==> src/rtl/div_unit_pkg.sv <==
// Shared decode codes and divider state encodings.
// Imported by the EX-stage divider and its datapath step.
package div_unit_pkg;

    localparam logic [4:0] DIV_CONTROL  = 5'b11010;
    localparam logic [4:0] DIVU_CONTROL = 5'b11011;

    typedef enum logic [1:0] {
        DIV_IDLE  = 2'd0,
        DIV_CALC  = 2'd1,
        DIV_DZERO = 2'd2,
        DIV_DONE  = 2'd3
    } div_state_t;

endpackage

==> src/rtl/div_step.sv <==
// One restoring-division iteration on magnitudes.
// Shift {rem,quo} left, trial-subtract the divisor, keep or restore.
module div_step #(
    parameter int DATA_W = 32
) (
    input  logic [DATA_W:0]   rem,
    input  logic [DATA_W-1:0] quo,
    input  logic [DATA_W-1:0] divisor,
    output logic [DATA_W:0]   rem_nxt,
    output logic [DATA_W-1:0] quo_nxt
);

    logic [DATA_W+1:0] rem_sh;
    logic [DATA_W+1:0] trial;
    logic              neg;

    assign rem_sh = {rem, quo[DATA_W-1]};
    assign trial  = rem_sh - {2'b00, divisor};
    assign neg    = trial[DATA_W+1];

    always_comb begin
        rem_nxt = neg ? rem_sh[DATA_W:0] : trial[DATA_W:0];
        quo_nxt = {quo[DATA_W-2:0], ~neg};
    end

endmodule

==> src/rtl/div_unit.sv <==
// Iterative radix-2 restoring divider for DIV/DIVU in EX.
// Stalls the pipeline while iterating; result pulses valid in DONE.
module div_unit
    import div_unit_pkg::*;
#(
    parameter int DATA_W = 32
) (
    input  logic              clk,
    input  logic              rst,
    input  logic              start,
    input  logic              signed_div,
    input  logic [DATA_W-1:0] opdata1,
    input  logic [DATA_W-1:0] opdata2,
    input  logic              annul,
    output logic              stall_req,
    output logic              valid,
    output logic [DATA_W-1:0] hi,
    output logic [DATA_W-1:0] lo
);

    localparam int CW = $clog2(DATA_W);
    localparam logic [CW-1:0] LAST = CW'(DATA_W - 1);

    div_state_t        state;
    div_state_t        state_nxt;
    logic [CW-1:0]     cnt;
    logic [DATA_W:0]   rem;
    logic [DATA_W-1:0] quo;
    logic [DATA_W-1:0] dvs;
    logic              neg_q;
    logic              neg_r;

    logic [DATA_W:0]   rem_nxt;
    logic [DATA_W-1:0] quo_nxt;
    logic              req;
    logic              dzero;
    logic              sgn1;
    logic              sgn2;
    logic [DATA_W-1:0] abs1;
    logic [DATA_W-1:0] abs2;

    assign req   = start & ~annul;
    assign dzero = (opdata2 == '0);
    assign sgn1  = signed_div & opdata1[DATA_W-1];
    assign sgn2  = signed_div & opdata2[DATA_W-1];
    assign abs1  = sgn1 ? -opdata1 : opdata1;
    assign abs2  = sgn2 ? -opdata2 : opdata2;

    div_step #(
        .DATA_W (DATA_W)
    ) u_step (
        .rem     (rem),
        .quo     (quo),
        .divisor (dvs),
        .rem_nxt (rem_nxt),
        .quo_nxt (quo_nxt)
    );

    always_comb begin
        state_nxt = state;
        unique case (state)
            DIV_IDLE:
                if (req) state_nxt = dzero ? DIV_DZERO : DIV_CALC;
            DIV_CALC:
                if (annul)            state_nxt = DIV_IDLE;
                else if (cnt == LAST) state_nxt = DIV_DONE;
            DIV_DZERO:
                state_nxt = annul ? DIV_IDLE : DIV_DONE;
            DIV_DONE:
                state_nxt = DIV_IDLE;
            default:
                state_nxt = DIV_IDLE;
        endcase
    end

    assign stall_req = (state == DIV_IDLE & req)
                     | (state == DIV_CALC)
                     | (state == DIV_DZERO);
    assign valid     = (state == DIV_DONE);

    always_ff @(posedge clk) begin
        if (rst) begin
            state <= DIV_IDLE;
            cnt   <= '0;
            rem   <= '0;
            quo   <= '0;
            dvs   <= '0;
            neg_q <= 1'b0;
            neg_r <= 1'b0;
            hi    <= '0;
            lo    <= '0;
        end else begin
            state <= state_nxt;
            unique case (state)
                DIV_IDLE: begin
                    // quo carries the raw dividend on the divide-by-zero path
                    if (req) begin
                        cnt   <= '0;
                        rem   <= '0;
                        quo   <= dzero ? opdata1 : abs1;
                        dvs   <= abs2;
                        neg_q <= sgn1 ^ sgn2;
                        neg_r <= sgn1;
                    end
                end
                DIV_CALC: begin
                    if (!annul) begin
                        rem <= rem_nxt;
                        quo <= quo_nxt;
                        cnt <= cnt + 1'b1;
                        if (cnt == LAST) begin
                            lo <= neg_q ? -quo_nxt : quo_nxt;
                            hi <= neg_r ? -rem_nxt[DATA_W-1:0]
                                        : rem_nxt[DATA_W-1:0];
                        end
                    end
                end
                DIV_DZERO: begin
                    if (!annul) begin
                        lo <= '1;
                        hi <= quo;
                    end
                end
                default: ;
            endcase
        end
    end

endmodule

==> config.mk <==
export PLATFORM = sky130hd
export DESIGN_NAME = div_unit
export DESIGN_NICKNAME = d
export VERILOG_FILES = /design/src/rtl/div_unit_pkg.sv /design/src/rtl/div_step.sv /design/src/rtl/div_unit.sv
export SDC_FILE = /design/constraint.sdc
export NUM_CORES = 1
export LEC_CHECK = 0
export CAP_MARGIN = 25
export CORE_MARGIN = 4
export CORE_UTILIZATION = 51
export DETAILED_ROUTE_END_ITERATION = 10
export PLACE_DENSITY = 0.79
export SLEW_MARGIN = 20
export SYNTH_ARGS = -nofsm -noshare
export SYNTH_HDL_FRONTEND = slang
export SYNTH_SLANG_ARGS = --single-unit
==> constraint.sdc <==
create_clock -name clk -period 12.3 [get_ports clk]
set_clock_uncertainty 0.15 [all_clocks]
set_input_delay 1.845 -clock clk [delete_from_list [all_inputs] [get_ports clk]]
set_output_delay 1.845 -clock clk [all_outputs]
set_load 0.05 [all_outputs]
==> summary.md <==
| Metric | Value |
|---|---|
| Post-synth top area share | between 20% and 30% |
| Antenna violations before repair | 0 |
| Leak | approximately 5.3 nW |
| Top post-synthesis cells by area | dfxtp_1 28%, nand2_1 7.6%, xor2_1 6.9% |
| Reg clk slew, reported paths | approximately 80 ps |
| Crit-path cells | ha_1 -> nand4_1 -> nor4_1 -> nand2_1 -> o221ai_1 -> o21a_1 -> nor2_4 -> buf_4 -> inv_2 -> buf_4 -> ha_1 -> nand3_1 -> nand2b_1 -> or4_1 -> or3_1 -> or2_2 -> o21ai_0 -> xor2_1 -> a21oi_1 |
| Fin crit period | slightly above 6000 ps |
| Seq/Total Area, Yosys | around 28% |
| CTS tree | yes |
| Slowest cell on crit path | nor4_1 |
| R2R setup slack | 6160 ps |
| Setup-failing EPs final | 0 |
| H-tree depth | 4 |
| Total GRT Usage | 27.16% |
| RSZ-0062 raised after global routing | no |
| Post-synth top flop | dfxtp_1 |
| Worst hold slack | between 300 and 400 ps |
| Hold Buf Count CTS | 0 |
| # Post-CTS Setup Buffers | 0 |
| Worst Path Max Fanout | 51 |
| Post-Synthesis Cells | around 1600 |
| FMAX | approximately 160 MHz |
| DRT Pass-1 Iters | 6 |
| TNS Setup | 0 ps |
| Top Family by Delay on Critical Path | simple AND/OR/NAND/NOR gates |
| # IOs | approximately 140 |
| Synth cell count leaders | 243 x nand2_1, 170 x dfxtp_1, 156 x a21oi_1 |
| Tightest Pin Transition | ~1000 ps |
| Clock Tree Root | clkbuf_16 |
| Vias in the first global route | 11284 |
| CP startpoint kind | flip-flop |
| Syn Std Cell Area | 11940 um2 |
| Initial Utilization | 52.27% |
| Pwr dens | between 200 and 250 nW/um2 |
| DRT antenna net count | 0 |
| Synthesized flop and latch total | between 150 and 200 |
| Bufs and invs on worst path | 3 |
| Hpwl dp | 27100 um |
| Worst-Skew Late Latency | 450 ps |
| Outcome | finished, final reports clean |
| First-pass GRT wire length | about 58000 um |
| Final Hold Viols | 0 |
| Post-synth top area cell | dfxtp_1 |
| Synth Area per Inst | 7.309 um2 |
| Final wirelength | roughly 37000 um |
| Synthesized net count | roughly 1700 |
| Req. time, crit path | 12470 ps |
| Max incr delay on CP | 610 ps |
| Number of buffers created by CTS | 17 |
| # rows | 55 |
| Final Max Tran Viols | 0 |
| Largest net degree at the start of global routing | just over 90 |
| Avg WL per Cell | around 18 um |
| Vias per cell | 6.116 |
| DR vias | around 12000 |
| Number of synthesized flops with an enable pin | 0 |
| Input/output buffers | about 130 |
| Die Ht | 161.0 um |
| Worst min path class | flip-flop to flip-flop |
| # diodes | 0 |
| Drt first-iter violations | between 1000 and 1500 |
| Max-slew headroom | 32.19% |
| Max Cap Viol | 0 |
| Die W | ~160 um |
| Peak supply drop | between 200 and 250 uV |
| Nets | approximately 1800 |
| PostCTS Resize Cnt | 0 |
| Synthesis Warnings | 0 |
| Fraction of registers with async set/reset | 0% |
| DRC | 0 |
| Final Total Pwr | a little under 3 mW |
| Die area | ~26000 um2 |
| Netlist cell types | 77 |
| Fin crit share | 49.92% |
| CTS Buffer Depth | 2 |
| Clk sink count | 170 |
| CP arrival | 6310 ps |
| Gr ovfl total | 0 |
| Share of cells above drive strength 1 | about 4.8% |
| Area Growth Syn to Fin | 17.61% |
| GPL Wtd Cong | a little under 1 |
| Count leader, synth | nand2_1 |
| Crit. End Element | flip-flop |
| Critical path type | flip-flop to flip-flop |
| Total core area | approximately 23000 um2 |
==> registers in the layout, indices dropped and copies added (netlist names) <==
signal / cells
neg_r: 1
dvs: 32
rem: 33
quo: 32
lo: 32
hi: 32
neg_q: 1
cnt: 5
state: 2
==> final timing paths <==
| path | start | end | cells past startpoint |
|---|---|---|---|
| worst max-delay path | rem[24] | lo[28] | 19 |
| worst min-delay path | dvs[22] | dvs[22] | 2 |
| worst max register to register | rem[24] | lo[28] | 19 |
| worst min register to register | dvs[22] | dvs[22] | 2 |
==> final cells by class <==
cell class	count	area [um2]
Inverter	62	232.7
Sequential cell	170	3405
Timing Repair Buffer	148	1444
Clock buffer	17	425.4
Fill cell	2107	8801
Clock inverter	15	200.2
Tap cell	313	391.6
Multi-Input combinational cell	1299	7948
==> through the flow <==
step	utilization [%]	instance area, um2	setup WS [ps]	std cells
2_1_floorplan	-	11940	7087	1634
3_3_place_gp	58.73	13420	6545	1992
3_5_place_dp	58.73	13420	6360	1992
4_1_cts	61.47	14040	6333	2024
5_1_grt	61.48	14050	5774	2024
6_report	61.48	14050	6160	2024
==> routing by layer <==
metal / up-vias / GRT usage (%) / part of all wire [%]
li1: 5991 / - / -
met3: 82 / 4.950 / 7.3
met1: 5808 / 37.06 / 44
met2: 498 / 43.59 / 46
met5: - / 0 / 0
met4: 0 / 9.073 / 3.2
==> cell families after synthesis <==
kind of cell | after synthesis | share of synthesized area (%)
AND/OR/NAND/NOR | 572 | 21.93
AO/OA/AOI/OAI | 526 | 27.81
flip-flops | 170 | 28.50
buffers and inverters | 165 | 5.312
XOR/XNOR | 134 | 9.827
adder cells (fa/ha/maj) | 44 | 4.673
multiplexers | 23 | 1.959
==> where the power goes <==
part	switching, mW	total (mW)	internal (mW)	leakage [nW]
logic	1.09	1.65	0.555	3.58
registers	0.0830	0.715	0.631	1.38
clock network	0.277	0.573	0.296	0.305
==> cell usage in the layout, fill, tap and decap left out, types with 5 or more instances in the layout <==
| master | count |
|---|---|
| nand2_1 | 243 |
| dfxtp_1 | 169 |
| a21oi_1 | 155 |
| o21ai_0 | 147 |
| nor2_1 | 146 |
| clkdlybuf4s50_1 | 133 |
| xor2_1 | 94 |
| inv_1 | 61 |
| ha_1 | 42 |
| xnor2_1 | 40 |
| a211oi_1 | 37 |
| nor3_1 | 36 |
| or3_1 | 27 |
| a22oi_1 | 25 |
| nor4_1 | 20 |
| mux2i_1 | 20 |
| o31ai_1 | 19 |
| and3_1 | 18 |
| a31oi_1 | 17 |
| clkbuf_16 | 17 |
| nand3_1 | 16 |
| buf_4 | 15 |
| o41ai_1 | 14 |
| or4_1 | 13 |
| a21o_1 | 11 |
| nand2b_1 | 10 |
| o22ai_1 | 10 |
| a311oi_1 | 10 |
| nand4_1 | 9 |
| o211ai_1 | 9 |
| o21a_1 | 8 |
| nor4b_1 | 6 |
| o21ai_1 | 5 |
| a221oi_1 | 5 |
| a2bb2oi_1 | 5 |
| clkinv_8 | 5 |
==> worst register-to-register path: cells and delay by family (launching register included) <==
| family | cells | cell delay (ps) |
|---|---|---|
| and+or+nand+nor | 9 | 2630 |
| AOI/OAI and AO/OA | 4 | 970 |
| buffers and inverters | 3 | 860 |
| adders and majority gates | 2 | 860 |
| DFF | 1 | 370 |
| xor gates and xnor gates | 1 | 170 |
Power figures use the tool's default switching activity.
